<file path="src/rtl/lsu_mem_ctrl_if.sv">
// lsu_mem_ctrl_if: pipeline request/response and cache port bundle for the load/store controller
interface lsu_mem_ctrl_if #(
   parameter int ADDR_W = 32,
   parameter int DATA_W = 32
);
   logic              req_valid_i;
   logic              req_ready_o;
   logic              req_we_i;
   logic [1:0]        req_size_i;
   logic              req_unsigned_i;
   logic [ADDR_W-1:0] req_addr_i;
   logic [DATA_W-1:0] req_wdata_i;
   logic              resp_valid_o;
   logic [DATA_W-1:0] resp_rdata_o;
   logic              resp_err_o;
   logic              cache_re_o;
   logic [ADDR_W-1:0] cache_raddr_o;
   logic [DATA_W-1:0] cache_rdata_i;
   logic              cache_we_o;
   logic [ADDR_W-1:0] cache_waddr_o;
   logic [DATA_W-1:0] cache_wdata_o;
   modport master (
      input  req_valid_i, req_we_i, req_size_i, req_unsigned_i, req_addr_i, req_wdata_i, cache_rdata_i,
      output req_ready_o, resp_valid_o, resp_rdata_o, resp_err_o,
             cache_re_o, cache_raddr_o, cache_we_o, cache_waddr_o, cache_wdata_o
   );
   modport slave (
      output req_valid_i, req_we_i, req_size_i, req_unsigned_i, req_addr_i, req_wdata_i, cache_rdata_i,
      input  req_ready_o, resp_valid_o, resp_rdata_o, resp_err_o,
             cache_re_o, cache_raddr_o, cache_we_o, cache_waddr_o, cache_wdata_o
   );
endinterface

</file>
<file path="src/rtl/lsu_mem_ctrl.sv">
// lsu_mem_ctrl: byte/half/word load-store sequencer with read-modify-write toward a byte-swapped cache
module lsu_mem_ctrl #(
   parameter int ADDR_W = 32,
   parameter int DATA_W = 32
) (
   input logic            clk_i,
   input logic            rst_ni,
   lsu_mem_ctrl_if.master bus
);
   typedef enum logic [1:0] {IDLE, RD, WR, RESP} state_t;
   state_t            state, state_nxt;
   logic [ADDR_W-1:0] addr_q, addr_al;
   logic [1:0]        size_q;
   logic              we_q, uns_q, err_q;
   logic [DATA_W-1:0] wdata_q, rdata_q;
   logic              accept, misaligned, sext;
   logic [DATA_W-1:0] rd_le, ld_data, merged;
   logic [7:0]        ld_byte;
   logic [15:0]       ld_half;

   assign accept     = (state == IDLE) && bus.req_valid_i;
   assign misaligned = (bus.req_size_i == 2'b11)
                    || (bus.req_size_i == 2'b01 && bus.req_addr_i[0])
                    || (bus.req_size_i == 2'b10 && bus.req_addr_i[1:0] != 2'b00);
   assign addr_al    = {addr_q[ADDR_W-1:2], 2'b00};
   // the cache returns offset 0 in the top byte; swap to little-endian lane order
   assign rd_le      = {bus.cache_rdata_i[7:0], bus.cache_rdata_i[15:8],
                        bus.cache_rdata_i[23:16], bus.cache_rdata_i[31:24]};
   assign ld_byte    = rd_le[{addr_q[1:0], 3'b000} +: 8];
   assign ld_half    = addr_q[1] ? rd_le[31:16] : rd_le[15:0];
   assign sext       = ~uns_q;
   assign ld_data    = size_q == 2'b00 ? {{24{sext & ld_byte[7]}}, ld_byte}
                     : size_q == 2'b01 ? {{16{sext & ld_half[15]}}, ld_half}
                     : rd_le;
   assign bus.resp_rdata_o = rdata_q;
   assign bus.resp_err_o   = err_q;

   // state register
   always_ff @(posedge clk_i or negedge rst_ni)
      if (!rst_ni) state <= IDLE;
      else         state <= state_nxt;

   // next-state: errors skip the cache, word stores skip the read, everything else reads first
   always_comb begin
      state_nxt = state;
      case (state)
         IDLE:    if (bus.req_valid_i)
                     state_nxt = misaligned ? RESP
                               : (bus.req_we_i && bus.req_size_i == 2'b10) ? WR : RD;
         RD:      state_nxt = we_q ? WR : RESP;
         WR:      state_nxt = RESP;
         default: state_nxt = IDLE;
      endcase
   end

   // merge the store lane into the little-endian view of the word just read
   always_comb begin
      merged = rd_le;
      if (size_q == 2'b00) merged[{addr_q[1:0], 3'b000} +: 8] = wdata_q[7:0];
      else                 merged[{addr_q[1], 4'b0000} +: 16] = wdata_q[15:0];
   end

   // request latch; response data only changes on the edge that enters RESP
   always_ff @(posedge clk_i or negedge rst_ni)
      if (!rst_ni) begin
         addr_q  <= '0;
         size_q  <= '0;
         we_q    <= 1'b0;
         uns_q   <= 1'b0;
         wdata_q <= '0;
         rdata_q <= '0;
         err_q   <= 1'b0;
      end else begin
         if (accept) begin
            addr_q  <= bus.req_addr_i;
            size_q  <= bus.req_size_i;
            we_q    <= bus.req_we_i;
            uns_q   <= bus.req_unsigned_i;
            wdata_q <= bus.req_wdata_i;
         end
         if (accept && misaligned) begin
            rdata_q <= '0;
            err_q   <= 1'b1;
         end
         if (state == RD && !we_q) begin
            rdata_q <= ld_data;
            err_q   <= 1'b0;
         end
         if (state == RD && we_q) wdata_q <= merged;
         if (state == WR) begin
            rdata_q <= '0;
            err_q   <= 1'b0;
         end
      end

   // outputs decode from registered state only
   always_comb begin
      bus.req_ready_o   = state == IDLE;
      bus.resp_valid_o  = state == RESP;
      bus.cache_re_o    = state == RD;
      bus.cache_raddr_o = state == RD ? addr_al : '0;
      bus.cache_we_o    = state == WR;
      bus.cache_waddr_o = state == WR ? addr_al : '0;
      bus.cache_wdata_o = state == WR ? wdata_q : '0;
   end
endmodule

</file>
<file path="src/flat_wrapper.sv">
// flat-port wrapper written by rule: the top's interface ports become plain ports
module lsu_mem_ctrl_flat 
#(
   parameter int ADDR_W = 32,
   parameter int DATA_W = 32
)
  (clk_i, rst_ni, bus_req_valid_i, bus_req_we_i, bus_req_size_i, bus_req_unsigned_i, bus_req_addr_i, bus_req_wdata_i, bus_cache_rdata_i, bus_req_ready_o, bus_resp_valid_o, bus_resp_rdata_o, bus_resp_err_o, bus_cache_re_o, bus_cache_raddr_o, bus_cache_we_o, bus_cache_waddr_o, bus_cache_wdata_o);
  lsu_mem_ctrl_if #(.ADDR_W(ADDR_W), .DATA_W(DATA_W)) bus_i ();
  input logic clk_i;
  input logic rst_ni;
  input wire logic [$bits(bus_i.req_valid_i)-1:0] bus_req_valid_i;
  input wire logic [$bits(bus_i.req_we_i)-1:0] bus_req_we_i;
  input wire logic [$bits(bus_i.req_size_i)-1:0] bus_req_size_i;
  input wire logic [$bits(bus_i.req_unsigned_i)-1:0] bus_req_unsigned_i;
  input wire logic [$bits(bus_i.req_addr_i)-1:0] bus_req_addr_i;
  input wire logic [$bits(bus_i.req_wdata_i)-1:0] bus_req_wdata_i;
  input wire logic [$bits(bus_i.cache_rdata_i)-1:0] bus_cache_rdata_i;
  output wire logic [$bits(bus_i.req_ready_o)-1:0] bus_req_ready_o;
  output wire logic [$bits(bus_i.resp_valid_o)-1:0] bus_resp_valid_o;
  output wire logic [$bits(bus_i.resp_rdata_o)-1:0] bus_resp_rdata_o;
  output wire logic [$bits(bus_i.resp_err_o)-1:0] bus_resp_err_o;
  output wire logic [$bits(bus_i.cache_re_o)-1:0] bus_cache_re_o;
  output wire logic [$bits(bus_i.cache_raddr_o)-1:0] bus_cache_raddr_o;
  output wire logic [$bits(bus_i.cache_we_o)-1:0] bus_cache_we_o;
  output wire logic [$bits(bus_i.cache_waddr_o)-1:0] bus_cache_waddr_o;
  output wire logic [$bits(bus_i.cache_wdata_o)-1:0] bus_cache_wdata_o;
  assign bus_i.req_valid_i = bus_req_valid_i;
  assign bus_i.req_we_i = bus_req_we_i;
  assign bus_i.req_size_i = bus_req_size_i;
  assign bus_i.req_unsigned_i = bus_req_unsigned_i;
  assign bus_i.req_addr_i = bus_req_addr_i;
  assign bus_i.req_wdata_i = bus_req_wdata_i;
  assign bus_i.cache_rdata_i = bus_cache_rdata_i;
  assign bus_req_ready_o = bus_i.req_ready_o;
  assign bus_resp_valid_o = bus_i.resp_valid_o;
  assign bus_resp_rdata_o = bus_i.resp_rdata_o;
  assign bus_resp_err_o = bus_i.resp_err_o;
  assign bus_cache_re_o = bus_i.cache_re_o;
  assign bus_cache_raddr_o = bus_i.cache_raddr_o;
  assign bus_cache_we_o = bus_i.cache_we_o;
  assign bus_cache_waddr_o = bus_i.cache_waddr_o;
  assign bus_cache_wdata_o = bus_i.cache_wdata_o;
  lsu_mem_ctrl #(.ADDR_W(ADDR_W), .DATA_W(DATA_W)) u_core (.clk_i(clk_i), .rst_ni(rst_ni), .bus(bus_i));
endmodule
</file>
<file path="config.mk">
export PLATFORM = sky130hd
export DESIGN_NAME = lsu_mem_ctrl_flat
export DESIGN_NICKNAME = d
export VERILOG_FILES = /design/src/rtl/lsu_mem_ctrl_if.sv /design/src/rtl/lsu_mem_ctrl.sv /design/src/flat_wrapper.sv
export SDC_FILE = /design/constraint.sdc
export NUM_CORES = 1
export LEC_CHECK = 0
export CAP_MARGIN = 20
export CORE_MARGIN = 4
export CORE_UTILIZATION = 31
export CTS_BUF_LIST = sky130_fd_sc_hd__clkbuf_2
export CTS_CLUSTER_SIZE = 30
export DETAILED_ROUTE_END_ITERATION = 8
export HOLD_SLACK_MARGIN = 0.06
export SLEW_MARGIN = 20
export SYNTH_ARGS = -nofsm -noshare
export SYNTH_HDL_FRONTEND = slang
export SYNTH_SLANG_ARGS = --single-unit
</file>
<file path="constraint.sdc">
create_clock -name clk_i -period 3.3 [get_ports clk_i]
set_clock_uncertainty 0.2 [all_clocks]
set_input_delay 0.99 -clock clk_i [delete_from_list [all_inputs] [get_ports clk_i]]
set_output_delay 0.99 -clock clk_i [all_outputs]
set_load 0.005 [all_outputs]
</file>
After elaboration in Yosys (flattened, before gate mapping):

Index checks and enable logic that the tools add are counted.

* flip-flop bits (word level): 103
* input bits: 103
* output and inout bits: 133
* logic and storage cells: 63

* $add $sub $neg: 2
* equality and inequality tests: 8
* shifts and indexed selects: 5
* multiplexer cells: 22
* bitwise logic cells: 3
* reduce and logical (&&, ||, !) cells: 15

Operators with widths (count)
* $mux 32: 11
* $bwmux 32: 2
* $shift 16x7->32 const A: 1
* $shift 8x7->32 const A: 1
* $shiftx 16x7->32: 1
* $shiftx 32x6->8: 1
* $shiftx 8x7->32: 1
* $mux 16: 1
* $neg 5->7: 2
* $eq 2x2->1 const B: 4
* $logic_and 1x1->1: 7
* $eq 2x1->1 const B: 3
* $mux 2: 3
* $pmux 2 s3: 1
* $logic_not 2->1: 2
* $mux 1: 4
* $reduce_bool 2->1: 2
* $reduce_bool 3->1: 1
* $and 1x1->1: 2
* $logic_or 1x1->1: 2
* $ne 2x2->1 const B: 1
* $logic_not 1->1: 1
* $not 1->1: 1

Depth between registers and ports, before layout:

* depth after elaboration: 8
* gate-level depth with buffers: 9
* depth with buffers taken out: 6

Worst setup path after synthesis:

Ideal clock, no wire load.

* kind: register to register
* start point: register u_core.addr_q[1]
* end point: register u_core.wdata_q[25]
* library setup time: 0.082 ns
* arrival: 2.162 ns
* required time: 3.018 ns
* setup slack: 0.856 ns
* stages on the path, launching flop included: 9
* buffers on the path: 2
* period minus slack after synthesis: 2.444 ns
* cells stage by stage: dfrtp_1 buf_2 inv_1 clkbuf_1 ha_1 nor4bb_1 and3_1 nand2_1 a31oi_1

* cells in the longest elaborated chain, start to end: 5
* elaborated cells between the ends (all ways): 10
* those cells by class: add/sub (2); shift (4); mux (4)

Ends and longest elaborated chain
* from (decl): RTL line lsu_mem_ctrl.sv:12 `logic [ADDR_W-1:0] addr_q, addr_al;`
* from (signal assigned): RTL line lsu_mem_ctrl.sv:75 `addr_q <= bus.req_addr_i;`
* $neg 5->7 (on tied branches): RTL line lsu_mem_ctrl.sv:60, lsu_mem_ctrl.sv:59
* $shiftx 16x7->32 (tied with other cells): RTL line lsu_mem_ctrl.sv:60 `else merged[{addr_q[1], 4'b0000} +: 16] = wdata_q[15:0];`
* $bwmux 32 (on tied branches): RTL line lsu_mem_ctrl.sv:60, lsu_mem_ctrl.sv:59
* $mux 32 *: RTL line lsu_mem_ctrl.sv:59 `if (size_q == 2'b00) merged[{addr_q[1:0], 3'b000} +: 8] = wdata_q[7:0];`
* $mux 32 *: RTL line lsu_mem_ctrl.sv:89 `if (state == RD && we_q) wdata_q <= merged;`
* to (signal assigned): RTL line lsu_mem_ctrl.sv:79 `wdata_q <= bus.req_wdata_i;`
* to (signal assigned): RTL line lsu_mem_ctrl.sv:89
* to (decl): RTL line lsu_mem_ctrl.sv:15 `logic [DATA_W-1:0] wdata_q, rdata_q;`

Mark *: on every way between the ends. The rest lies on a longest branch, timed or not.
A chain may end at the register's enable or synchronous reset.

Final worst setup path:

* start point: register u_core.state[1]
* end point: output bus_cache_waddr_o[18]

* cells in the longest elaborated chain, start to end: 2

Ends and longest elaborated chain
* from (decl): RTL line lsu_mem_ctrl.sv:11 `state_t state, state_nxt;`
* from (signal assigned): RTL line lsu_mem_ctrl.sv:41 `else state <= state_nxt;`
* $eq 2x2->1: RTL line lsu_mem_ctrl.sv:103 `bus.cache_waddr_o = state == WR ? addr_al : '0;`
* $mux 32: RTL line lsu_mem_ctrl.sv:103
* to (decl): RTL line flat_wrapper.sv:25 `output wire logic [$bits(bus_i.cache_waddr_o)-1:0] bus_cache_waddr_o;`

Every way passes these cells.

==> flow_summary.yaml <==
run_status:
  status: "finished with violations"
  violations: "setup timing"
global_routing:
  grt_pass1_vias: 5935
  overflow: 0
  grt_max_degree: 52
  grt_pass1_wl_um: 34600
  antenna_found_initial: 0
  grt_usage: 0.201
clock_network:
  clock_latency_ps: 620
  cts_made_buffers: 9
  clkSinkCount: 103
  htree_levels: 3
  cts_tree: "built"
  clockBufferDepth: 2
  path_clk_slew_ps: 280
  cts_root_buf: "clkbuf_2"
route:
  dr.pass1.iters: 5
  postRouteAntennaNets: 0
  wl_um: 22700
  wl_met3_um: 1930
  num_vias: 5960
  post_drt_wl_per_cell_um: 18.9
  wl_met1_um: 10100
  drt-vias-per-instance: 4.97
  drc: 0
  highest_layer: "met4"
  dr_wl_met2_um: 10200
  drtIter0Drc: 413
synthesis:
  synth-simple-area-share: 0.293
  seq_area_frac_synth: 0.428
  ys_ff_latch: 103
  synth_ff_type: "dfrtp_1"
  synth_top_family_by_area: "simple AND/OR/NAND/NOR gates"
  synth_cell_types: 52
  yosysWarnings: 0
  synth_compound_area_frac: 0.179
  syn_inst: 708
  synth_fa_ha_area_frac: 0.0187
  synth_mux_area_frac: 0.0337
  synthXorXnorAreaFrac: 0
  avgSynthCellArea_um2: 8.51
  synth_edf_count: 0
  syn_area_mm2: 0.00602
  synthArstFlopShare: 1.00
timing:
  max_freq_mhz: 297
  worst_slack_ps: -66.7
  report.final.hold_viol_count: 0
  setup_violations: 1
  rsz0062_at_grt: "yes"
  whs_ps: 320
  period_needed_ps: 3370
  relSlewSlack: 0.370
  fin_crit_sh: 1.02
  setup-tns-final_ps: -66.7
  slew_viol_final: 0
  worst_pin_slew_ps: 940
job:
  drv_cap: 0
setup_path:
  endpoint: "bus_cache_waddr_o[18]"
  end_kind: "output pin"
  cp_cell_sequence: "buf_6, ha_4, buf_12, and2_1, clkdlybuf4s50_1"
  worst-r2r-setup-slack_ps: 630
  worst_path_largest_cell_delay_ps: 490
  r2r_start: "u_core.state[1]"
  critPathArrivalTime_ps: 2180
  crit_required_ps: 2110
  crit_fanout: 18
  slowest_stage: "clkdlybuf4s50_1"
  r2r.worst_path.cells: 7
  cp-start-kind: "register"
  crit_start: "u_core.state[1]"
  crit_type: "reg -> out"
  regToRegEndpoint: "u_core.bus.resp_rdata_o[15]"
final_layout:
  final_util: 0.473
  fill_cells: 1879
  drive_above_1_share: 0.0895
  multi_input_area_mm2: 0.00321
  nets: 1046
  antenna_cells: 0
  ff_latch_area_mm2: 0.00258
  syn2layout_area_growth_pct: 48.5
die:
  num_rows: 50
  die-area_mm2: 0.0217
  dieHeight_um: 147
  initial_core_util: 0.319
  ios: 236
  die_w_um: 147
  core_area_mm2: 0.0189
power:
  vdd_drop_max_mv: 0.381
  p_sw_frac: 0.432
  p_leak_uw: 0.00467
  p_sw_uw: 2990
  clock_power_share: 0.080
  internal_power_uw: 3930
  p_seq_frac: 0.326
  pwr-share-comb: 0.595
  p_per_area_mw_per_mm2: 775
place:
  place_congestion: 0.849
  port_buffers: 231
  dpl.hpwl_um: 16800
hold_path:
  min_from: "u_core.bus.resp_rdata_o[27]"
  hold_path.class: "reg -> reg"
## per-stage QoR
step	std cells	instance area [um2]	worst slack (ps)	total power, uW
after floorplan	711	6030	856	4370
after global placement	1171	8630	386	6290
after detailed placement	1171	8630	336	6320
after CTS	1193	8750	-130	6850
after global routing	1199	8940	-213	7480
final	1199	8940	-66.7	6930
## layout make-up
cell class	instances	share of cell area
Tap cell	260	0.0364
Clock inverter	6	0.00406
Sequential cell	103	0.288
Multi-Input combinational cell	548	0.359
Clock buffer	10	0.00560
Inverter	8	0.00336
Timing Repair Buffer	264	0.304
## sequential cells by signal, indices dropped and copies added, names as in the netlist
name and flops:
u_core.addr_q 32, u_core.bus.resp_err_o 1, u_core.bus.resp_rdata_o 32, u_core.size_q 2
u_core.state 2, u_core.uns_q 1, u_core.wdata_q 32, u_core.we_q 1
## cell usage after synthesis (all sizes together) (2+ instances only)
cell type  count  share of area
clkbuf        33          0.021
nand2        200           0.12
o22ai          3         0.0031
a22oi         13          0.016
o21a           2         0.0025
nor3           8         0.0075
a22o          17          0.025
nand3         16          0.015
o2bb2ai        8          0.012
mux2i         18          0.030
a221oi        11          0.019
and2          96           0.10
a32o           8          0.013
mux2           2         0.0037
o21ai         43          0.042
nor2          16          0.010
and3           2         0.0021
a21oi         20          0.017
a31oi         15          0.016
inv            8         0.0050
nor3b          2         0.0033
a211oi         2         0.0046
nor2b         18          0.019
ha             9          0.019
dfrtp        103           0.43
buf           19          0.021
## cell usage in the layout (no fill, tap or decap), types with 20 or more instances in the layout
cell type	count
and2_1	94
nand2_1	199
clkdlybuf4s50_1	137
dlygate4sd2_1	31
clkbuf_2	23
dfrtp_1	103
a21oi_1	20
dlymetal6s2s_1	44
o21ai_0	28
buf_4	20
## power by group through the flow
stage | Clock, uW | Combinational [uW] | Sequential (uW)
CTS | 572 | 4030 | 2250
global placement | 0 | 4010 | 2280
floorplan | 0 | 2300 | 2070
finish | 552 | 4120 | 2260
global route | 616 | 4530 | 2330
detailed placement | 0 | 4050 | 2270
## how the worst min path moves through the flow
stage / to / slack (ps) / cells after the start
5_1_grt: u_core.addr_q[5] / 340 / 2
4_1_cts: u_core.addr_q[5] / 330 / 2
2_1_floorplan: u_core.addr_q[10] / 250 / 2
3_3_place_gp: u_core.bus.resp_rdata_o[23] / 260 / 2
3_5_place_dp: u_core.bus.resp_rdata_o[23] / 270 / 2
6_report: u_core.bus.resp_rdata_o[27] / 320 / 2
## logic make-up after synthesis
group | count (synthesis)
AND/OR/NAND/NOR | 367
AO/OA/AOI/OAI | 148
adder cells (fa/ha/maj) | 9
multiplexers | 20
buffers and inverters | 60
other | 1
flip-flops | 103
## repair_timing
action,4_1_cts,5_1_grt
endpoints found under the setup margin,94,46
hold buffers,1,0
hold endpoints to repair,30,0
setup buffers,5,5
cloned,0,1
pin swaps,1,1
gates resized for setup,60,80
## worst max-delay path, delay by kind of cell (launching register included)
kind | cells | cell delay (ps)
and+or+nand+nor | 1 | 120
buffers and inverters | 3 | 760
adders and majority gates | 1 | 200
DFF | 1 | 470
## layer usage
| layer | up-vias | GRT usage |
|---|---|---|
| met3 | 26 | 0.0494 |
| met4 | 0 | 0.0564 |
| met2 | 271 | 0.315 |
| li1 | 2845 | - |
| met1 | 2818 | 0.279 |
| met5 | - | 0 |
No activity file was read; power rests on OpenSTA's default activity.
